### src/rtl/tinyriscv_pkg.sv
// Shared core-side constants plus the interrupt arbiter's register map and state encoding.
package tinyriscv_pkg;

    localparam int                 INT_BUS  = 8;
    localparam logic [INT_BUS-1:0] INT_NONE = '0;

    localparam logic [1:0] INT_ARB_ENABLE  = 2'd0;
    localparam logic [1:0] INT_ARB_TYPE    = 2'd1;
    localparam logic [1:0] INT_ARB_PENDING = 2'd2;
    localparam logic [1:0] INT_ARB_STATUS  = 2'd3;

    typedef enum logic [1:0] {
        S_IDLE,
        S_REQ,
        S_ACTIVE
    } int_arb_state_e;

endpackage

### src/rtl/int_arb_pick.sv
// Combinational winner selection over the eligible vector.
// INT_ARB_RR_EN selects round-robin from rr_ptr_i; otherwise fixed priority, lowest index wins.
module int_arb_pick
    import tinyriscv_pkg::*;
#(
    parameter int NUM_SRC = 8,
    parameter int ID_W    = 3
) (
    input  logic [NUM_SRC-1:0] eligible_i,
    input  logic [ID_W-1:0]    rr_ptr_i,
    output logic [ID_W-1:0]    win_id_o,
    output logic               win_valid_o
);

`ifdef INT_ARB_RR_EN
    logic [NUM_SRC-1:0] rot;
    logic [ID_W:0]      sum;
    logic               found;

    // Rotate so bit 0 is the pointer position, then map the hit back to a source index.
    always_comb begin
        rot      = NUM_SRC'({eligible_i, eligible_i} >> rr_ptr_i);
        sum      = '0;
        found    = 1'b0;
        win_id_o = '0;
        for (int i = 0; i < NUM_SRC; i++) begin
            if (!found && rot[i]) begin
                found = 1'b1;
                sum   = {1'b0, rr_ptr_i} + (ID_W+1)'(i);
                if (sum >= (ID_W+1)'(NUM_SRC)) begin
                    sum = sum - (ID_W+1)'(NUM_SRC);
                end
                win_id_o = sum[ID_W-1:0];
            end
        end
        win_valid_o = found;
    end
`else
    logic unused_rr_ptr;
    assign unused_rr_ptr = ^rr_ptr_i;

    always_comb begin
        win_id_o = '0;
        for (int i = NUM_SRC - 1; i >= 0; i--) begin
            if (eligible_i[i]) begin
                win_id_o = ID_W'(i);
            end
        end
        win_valid_o = |eligible_i;
    end
`endif

endmodule

### src/rtl/int_arbiter.sv
// Interrupt arbiter: latches pending sources, presents one winner to the core as a one-hot flag,
// and runs a single-level claim/complete handshake. INT_ARB_RR_EN enables round-robin selection.
module int_arbiter
    import tinyriscv_pkg::*;
#(
    parameter int NUM_SRC = 8,
    parameter int ID_W    = 3
) (
    input  logic               clk_i,
    input  logic               rst_i,
    input  logic [NUM_SRC-1:0] src_i,
    input  logic               cfg_we_i,
    input  logic [1:0]         cfg_addr_i,
    input  logic [31:0]        cfg_wdata_i,
    output logic [31:0]        cfg_rdata_o,
    output logic [INT_BUS-1:0] int_flag_o,
    input  logic               claim_i,
    input  logic               complete_i,
    output logic [ID_W-1:0]    claim_id_o
);

    int_arb_state_e     state_q, state_d;
    logic [NUM_SRC-1:0] enable_q, enable_d;
    logic [NUM_SRC-1:0] type_q, type_d;
    logic [NUM_SRC-1:0] pending_q, pending_d;
    logic [NUM_SRC-1:0] src_q;
    logic [ID_W-1:0]    winner_q, winner_d;
    logic [INT_BUS-1:0] flag_q, flag_d;
    logic [ID_W-1:0]    claim_id_q, claim_id_d;

    logic [NUM_SRC-1:0] eligible, set_vec, clr_vec, claim_clr;
    logic [ID_W-1:0]    pick_id, rr_ptr;
    logic               pick_valid, claim_fire;
    logic               wr_enable, wr_type, wr_pending;
    logic               unused_wdata;

    assign unused_wdata = ^cfg_wdata_i;

    assign wr_enable  = cfg_we_i && (cfg_addr_i == INT_ARB_ENABLE);
    assign wr_type    = cfg_we_i && (cfg_addr_i == INT_ARB_TYPE);
    assign wr_pending = cfg_we_i && (cfg_addr_i == INT_ARB_PENDING);
    assign eligible   = pending_q & enable_q;
    assign claim_fire = (state_q == S_REQ) && claim_i;

    int_arb_pick #(
        .NUM_SRC (NUM_SRC),
        .ID_W    (ID_W)
    ) u_pick (
        .eligible_i  (eligible),
        .rr_ptr_i    (rr_ptr),
        .win_id_o    (pick_id),
        .win_valid_o (pick_valid)
    );

`ifdef INT_ARB_RR_EN
    logic [ID_W-1:0] rr_ptr_q, rr_ptr_d;

    always_comb begin
        rr_ptr_d = rr_ptr_q;
        if (claim_fire) begin
            rr_ptr_d = (winner_q == ID_W'(NUM_SRC - 1)) ? '0 : winner_q + 1'b1;
        end
    end

    always_ff @(posedge clk_i) begin
        if (rst_i) rr_ptr_q <= '0;
        else       rr_ptr_q <= rr_ptr_d;
    end

    assign rr_ptr = rr_ptr_q;
`else
    assign rr_ptr = '0;
`endif

    // Set wins over W1C and claim clears, so a level source still high re-pends at once.
    always_comb begin
        set_vec   = (type_q & src_i & ~src_q) | (~type_q & src_i);
        clr_vec   = claim_clr | (wr_pending ? cfg_wdata_i[NUM_SRC-1:0] : '0);
        pending_d = (pending_q & ~clr_vec) | set_vec;
        enable_d  = wr_enable ? cfg_wdata_i[NUM_SRC-1:0] : enable_q;
        type_d    = wr_type   ? cfg_wdata_i[NUM_SRC-1:0] : type_q;
    end

    always_comb begin
        state_d    = state_q;
        winner_d   = winner_q;
        flag_d     = flag_q;
        claim_id_d = claim_id_q;
        claim_clr  = '0;
        case (state_q)
            S_IDLE: begin
                flag_d = INT_NONE;
                if (pick_valid) begin
                    winner_d = pick_id;
                    flag_d   = INT_BUS'(1) << pick_id;
                    state_d  = S_REQ;
                end
            end
            S_REQ: begin
                // Claim acts on the winner the core was shown, ignoring same-cycle config writes.
                if (claim_i) begin
                    claim_id_d = winner_q;
                    claim_clr  = NUM_SRC'(1) << winner_q;
                    flag_d     = INT_NONE;
                    state_d    = S_ACTIVE;
                end else if (!pick_valid) begin
                    flag_d  = INT_NONE;
                    state_d = S_IDLE;
                end else begin
                    winner_d = pick_id;
                    flag_d   = INT_BUS'(1) << pick_id;
                end
            end
            S_ACTIVE: begin
                flag_d = INT_NONE;
                if (complete_i) begin
                    state_d = S_IDLE;
                end
            end
            default: begin
                flag_d  = INT_NONE;
                state_d = S_IDLE;
            end
        endcase
    end

    always_ff @(posedge clk_i) begin
        if (rst_i) begin
            state_q    <= S_IDLE;
            enable_q   <= '0;
            type_q     <= '0;
            pending_q  <= '0;
            src_q      <= '0;
            winner_q   <= '0;
            flag_q     <= INT_NONE;
            claim_id_q <= '0;
        end else begin
            state_q    <= state_d;
            enable_q   <= enable_d;
            type_q     <= type_d;
            pending_q  <= pending_d;
            src_q      <= src_i;
            winner_q   <= winner_d;
            flag_q     <= flag_d;
            claim_id_q <= claim_id_d;
        end
    end

    always_comb begin
        cfg_rdata_o = '0;
        case (cfg_addr_i)
            INT_ARB_ENABLE:  cfg_rdata_o = 32'(enable_q);
            INT_ARB_TYPE:    cfg_rdata_o = 32'(type_q);
            INT_ARB_PENDING: cfg_rdata_o = 32'(pending_q);
            INT_ARB_STATUS: begin
                cfg_rdata_o[31]       = (state_q == S_ACTIVE);
                cfg_rdata_o[ID_W-1:0] = claim_id_q;
            end
            default:         cfg_rdata_o = '0;
        endcase
    end

    assign int_flag_o = flag_q;
    assign claim_id_o = claim_id_q;

endmodule

### config.mk
export PLATFORM = sky130hd
export DESIGN_NAME = int_arbiter
export DESIGN_NICKNAME = d
export VERILOG_FILES = /design/src/rtl/tinyriscv_pkg.sv /design/src/rtl/int_arb_pick.sv /design/src/rtl/int_arbiter.sv
export SDC_FILE = /design/constraint.sdc
export NUM_CORES = 1
export LEC_CHECK = 0
export CAP_MARGIN = 30
export CORE_MARGIN = 8
export CORE_UTILIZATION = 30
export CTS_CLUSTER_SIZE = 40
export DETAILED_ROUTE_END_ITERATION = 6
export DONT_BUFFER_PORTS = 1
export PLACE_DENSITY_LB_ADDON = 0.15
export RECOVER_POWER = 50
export SYNTH_ARGS = -nofsm -noshare
export SYNTH_HDL_FRONTEND = slang
export SYNTH_SLANG_ARGS = --single-unit
### constraint.sdc
create_clock -name clk_i -period 3.3 [get_ports clk_i]
set_input_delay 0.66 -clock clk_i [delete_from_list [all_inputs] [get_ports clk_i]]
set_output_delay 0.66 -clock clk_i [all_outputs]
set_load 0.005 [all_outputs]
After elaboration in Yosys (flattened, before gate mapping)
Cells that the tools add are included.
Widths: inputs -> output; s select.
Word-level totals
  register bits after elaboration: 48
  latch bits: 0
  RAM bits: 0
  bits in read-only memories: 0
  bits of input ports: 47
  word-level logic and storage cells: 66
  memories: 0
Cells by class
  add/sub/neg operators: 0
  multiply operators: 0
  div/mod/pow operators: 0
  $lt $le $gt $ge: 0
  equal/unequal tests: 9
  shift-type cells: 2
  multiplexer cells: 25
  bitwise operators: 11
  reduce and logical (&&, ||, !) cells: 11
Operator list (count)
  $and 8x8->8: 5
  $mux 8: 5
  $mux 3: 10
  $not 8->8: 3
  $or 8x8->8: 3
  $pmux 8 s2: 1
  $shl 1x3->8 const A: 2
  $pmux 5 s3: 1
  $pmux 3 s4: 1
  $mux 2: 4
  $reduce_or 8->1: 1
  $eq 2x2->1 const B: 3
  $ne 2x2->1 const B: 3
  $pmux 2 s3: 1
  $pmux 3 s2: 1
  $eq 2x1->1 const B: 2
  $logic_not 2->1: 2
  $reduce_and 2->1: 2
  $logic_and 1x1->1: 3
  $ne 3x3->1 const B: 1
  $reduce_and 3->1: 1
  $reduce_or 3->1: 1
  $pmux 1 s2: 1
  $reduce_bool 2->1: 1

Longest topological paths before layout
  depth after elaboration: 13
  gate-level depth with buffers: 5
  gate-level depth less buffers: 4

Modules after synthesis
Synthesis repeated with hierarchy kept, for this count alone.
Unflattened totals
  cell total of the unflattened synthesis: 242
  area, all modules: 2245.9 um2
Modules (own cells, without submodules)
  int_arbiter: times used 1, cells an instance 229, area an instance 2164.6 um2, sequential area each 960.9 um2
  int_arb_pick: times used 1, cells an instance 13, area an instance 81.3 um2, sequential area each 0.0 um2

Worst setup path after synthesis
No wires, ideal clock.
  path kind: input-to-output
  start: input cfg_addr_i[0]
  end: output cfg_rdata_o[0]
  data arrival time: 1.417 ns
  data required time: 2.640 ns
  setup slack: 1.223 ns
  stages on the path: 2
  path through: buf_2 > mux4_2
On the way
  word-level cells in the longest chain between the ends: 2
  elaborated cells between the ends (all ways): 5
  classes of those cells: 3 x eq/ne; 1 x mux; 1 x reduce/logical
Ends and longest elaborated chain
  from (decl): line int_arbiter.sv:13  | input logic [1:0] cfg_addr_i,
  $eq 2x2->1, or another cell as far along: line int_arbiter.sv:151  | case (cfg_addr_i)
  $pmux 3 s4 *: line int_arbiter.sv:151
  to (decl): line int_arbiter.sv:15  | output logic [31:0] cfg_rdata_o,
Every way passes the cells marked *; elsewhere a longest branch is shown, timed or not.

Worst setup path in the final report
  start: input cfg_addr_i[1]
  end: output cfg_rdata_o[4]
On the way
  word-level cells in the longest chain between the ends: 2
  elaborated cells between the ends (all ways): 4
  classes of those cells: 2 x eq/ne; 1 x mux; 1 x reduce/logical
Ends and longest elaborated chain (line)
  $eq 2x2->1, or another cell as far along: int_arbiter.sv:151
  $pmux 5 s3 *: int_arbiter.sv:151
Marks and branches as above.

==> impl_metrics.toml <==
[yosys]
synth_sequential_area_ratio = 0.439
netlist_area_sq_mm = 0.00219
post_synth_fa_ha_maj_area_fraction = 0
post_synth.cell_area_avg_sq_um = 9.32
fraction_of_the_mapped_netlist_area_in_compound_gates = 0.147
synth_top_flop_cell = "sky130_fd_sc_hd__dfxtp_1"
synth.ff_latch_count = 48
synth_cell_type_count = 34
synth-edff-count = 0
combinational_family_with_the_most_area_after_synthesis = "simple AND/OR/NAND/NOR gates"
syn_inst = 235
postSynth.asyncResetShare = 0
synth_top_cell_by_area = "sky130_fd_sc_hd__dfxtp_1"
synth_top_cells_by_area = "sky130_fd_sc_hd__dfxtp_1, sky130_fd_sc_hd__mux2i_1, sky130_fd_sc_hd__buf_4"
simple_gate_share_of_the_synthesized_area = 0.178
synth_top_area_frac = 0.439
most_numerous_cell_types_in_the_synthesized_netlist = "sky130_fd_sc_hd__dfxtp_1, sky130_fd_sc_hd__nor2_1, sky130_fd_sc_hd__nand2_1"
yosysMostFrequentCell = "sky130_fd_sc_hd__dfxtp_1"
synth.mux.area_fraction = 0.136
post_synthesis_xor_xnor_area_fraction = 0
synth.yosys.warnings = 0

[critical_path]
arrival_time_reported_for_the_critical_path_endpoint_ns = 1.27
crit_path_start_kind = "primary input"
critical_path_required_ns = 2.64
maximum_net_fanout_on_the_critical_path = 12
critical_path.endpoint_type = "primary output"
path_class = "primary input to primary output"

[sta]
slew_headroom = 0.586
min_period_over_period = 0.586
rsz0062_at_grt = "false"
report.final.setup_viol = 0
slew_at_the_pin_closest_to_its_max_slew_limit_ns = 0.619
fin_skew_ns = 0.0120
summed_negative_setup_slack_over_all_endpoints_ns = 0
finalWorstPathRequiredPeriod_ns = 1.93
hold_viol = 0
slew_viol_final = 0
clock.fmax_mhz = 517

[job]
timing.max_cap.violations = 0

[power_and_ir_drop]
pwr_density_cell_mw_per_mm2 = 503
vdd.ir_drop.worst_uv = 160
p_total_mw = 1.16
cellLeakagePower_nw = 0.969

[final_layout]
syn_to_final_growth_pct = 5.31
final_layout_size_suffix_gt1_frac = 0.0636
net_count_final = 282
antenna_cell_count = 0
fillers = 786

[placed_design]
half_perimeter_wire_length_after_placement_microns = 4230
gpl.final_weighted_congestion = 0.736
port_buffers = 0

[floorplanning]
full_die_area_sq_mm = 0.0103
die_w_microns = 101
ioPinCount = 90
vertical_extent_of_the_die_microns = 101
initial_utilization = 0.305
row_count = 31
coreArea_sq_mm = 0.00718

[clocking]
postCtsSetupBuffers = 0
max-clock-path-buffers = 2
clock_latency_ns = 0.30
tritoncts = "done"
number_of_levels_in_the_clock_h_tree = 2
postCtsHoldBufs = 0
clockRootBuffer = "sky130_fd_sc_hd__clkbuf_8"
post_cts_resized = 0
path_clk_slew_ns = 0.10
cts_made_buffers = 5
clock_sinks = 48

[drt]
vias = 1552
ant_nets = 0
drc_errors = 0
wl_per_cell_microns = 16.8
wl_microns = 5640
drt_iter0_markers = 51
drt_pre_antenna_iters = 4
vias_per_cell = 4.63

[grt]
grt_max_degree = 33
antenna_found_initial = 0
grt_usage = 0.114
grt_first_pass_wirelength_microns = 8960
first_global_vias = 1614
grt-ovfl-total = 0

[status]
run_status = "complete, no violations"

[min_path]
worst_min_delay_path_class = "primary input to flip-flop"
[layer usage]
| layer | routed length, microns | GRT usage |
|---|---|---|
| met5 | 0 | 0 |
| met4 | 44 | 0.0241 |
| met2 | 2580 | 0.184 |
| met3 | 423 | 0.0454 |
| met1 | 2590 | 0.139 |
[per-stage QoR]
stage	worst slack (ns)	cell area [sq um]	cells	hold slack (ns)	utilization
4_1_cts	1.36	2310	335	0.404	0.322
3_5_place_dp	1.36	2200	327	0.457	0.307
6_report	1.37	2310	335	0.419	0.321
2_1_floorplan	1.22	2270	257	0.447	-
3_3_place_gp	1.34	2200	327	0.454	0.307
5_1_grt	1.26	2310	335	0.391	0.321
[worst max-delay path: stages]
cell and delay [ns]:
sky130_fd_sc_hd__nor2b_1 0.37, sky130_fd_sc_hd__nand2_1 0.09, sky130_fd_sc_hd__o21ai_0 0.15
[placed cells by master (no fill, tap or decap), drive strengths merged, types with 2 or more instances in the layout]
| master | synthesis | final |
|---|---|---|
| o21ai | 6 | 6 |
| a32o | 2 | 2 |
| nand3b | 2 | 2 |
| mux4 | 3 | 3 |
| conb | 1 | 23 |
| nand3 | 5 | 5 |
| a21oi | 7 | 7 |
| mux2i | 23 | 23 |
| nor2 | 33 | 33 |
| and2 | 2 | 2 |
| a21o | 6 | 6 |
| dfxtp | 48 | 48 |
| nor2b | 11 | 11 |
| a22oi | 2 | 2 |
| a22o | 6 | 6 |
| clkinv | 1 | 2 |
| a221oi | 6 | 6 |
| nand2 | 29 | 29 |
| clkbuf | 3 | 7 |
[final cells by class]
type / instances / area [sq um] / area share
clock inverter: 3 / 42.5 / 0.0184
timing repair buffer: 2 / 7.51 / 0.00326
sequential: 48 / 961 / 0.417
tap: 99 / 124 / 0.0537
multi-input combinational: 176 / 1090 / 0.475
inverter: 2 / 7.51 / 0.00326
clock buffer: 5 / 68.8 / 0.0298
[path summary, 6_finish.rpt]
kind | to | slack [ns] | start | cells past startpoint
setup / recovery | cfg_rdata_o[4] | 1.37 | cfg_addr_i[1] | 3
hold / removal | enable_q[4]$_SDFFE_PP0P_ | 0.42 | rst_i | 1
setup reg to reg | pending_q[7]$_SDFF_PP0_ | 1.68 | state_q[0]$_SDFFE_PP0P_ | 4
hold reg to reg | pending_q[2]$_SDFF_PP0_ | 0.47 | src_q[2]$_SDFF_PP0_ | 2
[flip-flops by register name (all words and copies together), names as in the netlist]
register,count
pending_q,8
int_flag_o,8
src_q,8
claim_id_o,3
winner_q,3
type_q,8
enable_q,8
state_q,2
[cell families (layout without fill, tap and decap cells)]
logic type             after synthesis  in the layout
AO/OA/AOI/OAI                       40             40
other                                1             23
AND/OR/NAND/NOR                     87             87
flip-flops                          48             48
buffers and inverters               33             12
multiplexers                        26             26
[where the power goes]
group / internal [mW] / switching (mW) / total (mW)
sequential: 0.606 / 0.0264 / 0.632
combinational: 0.0454 / 0.0521 / 0.0975
clock: 0.225 / 0.206 / 0.431
Power figures use the tool's default switching activity.
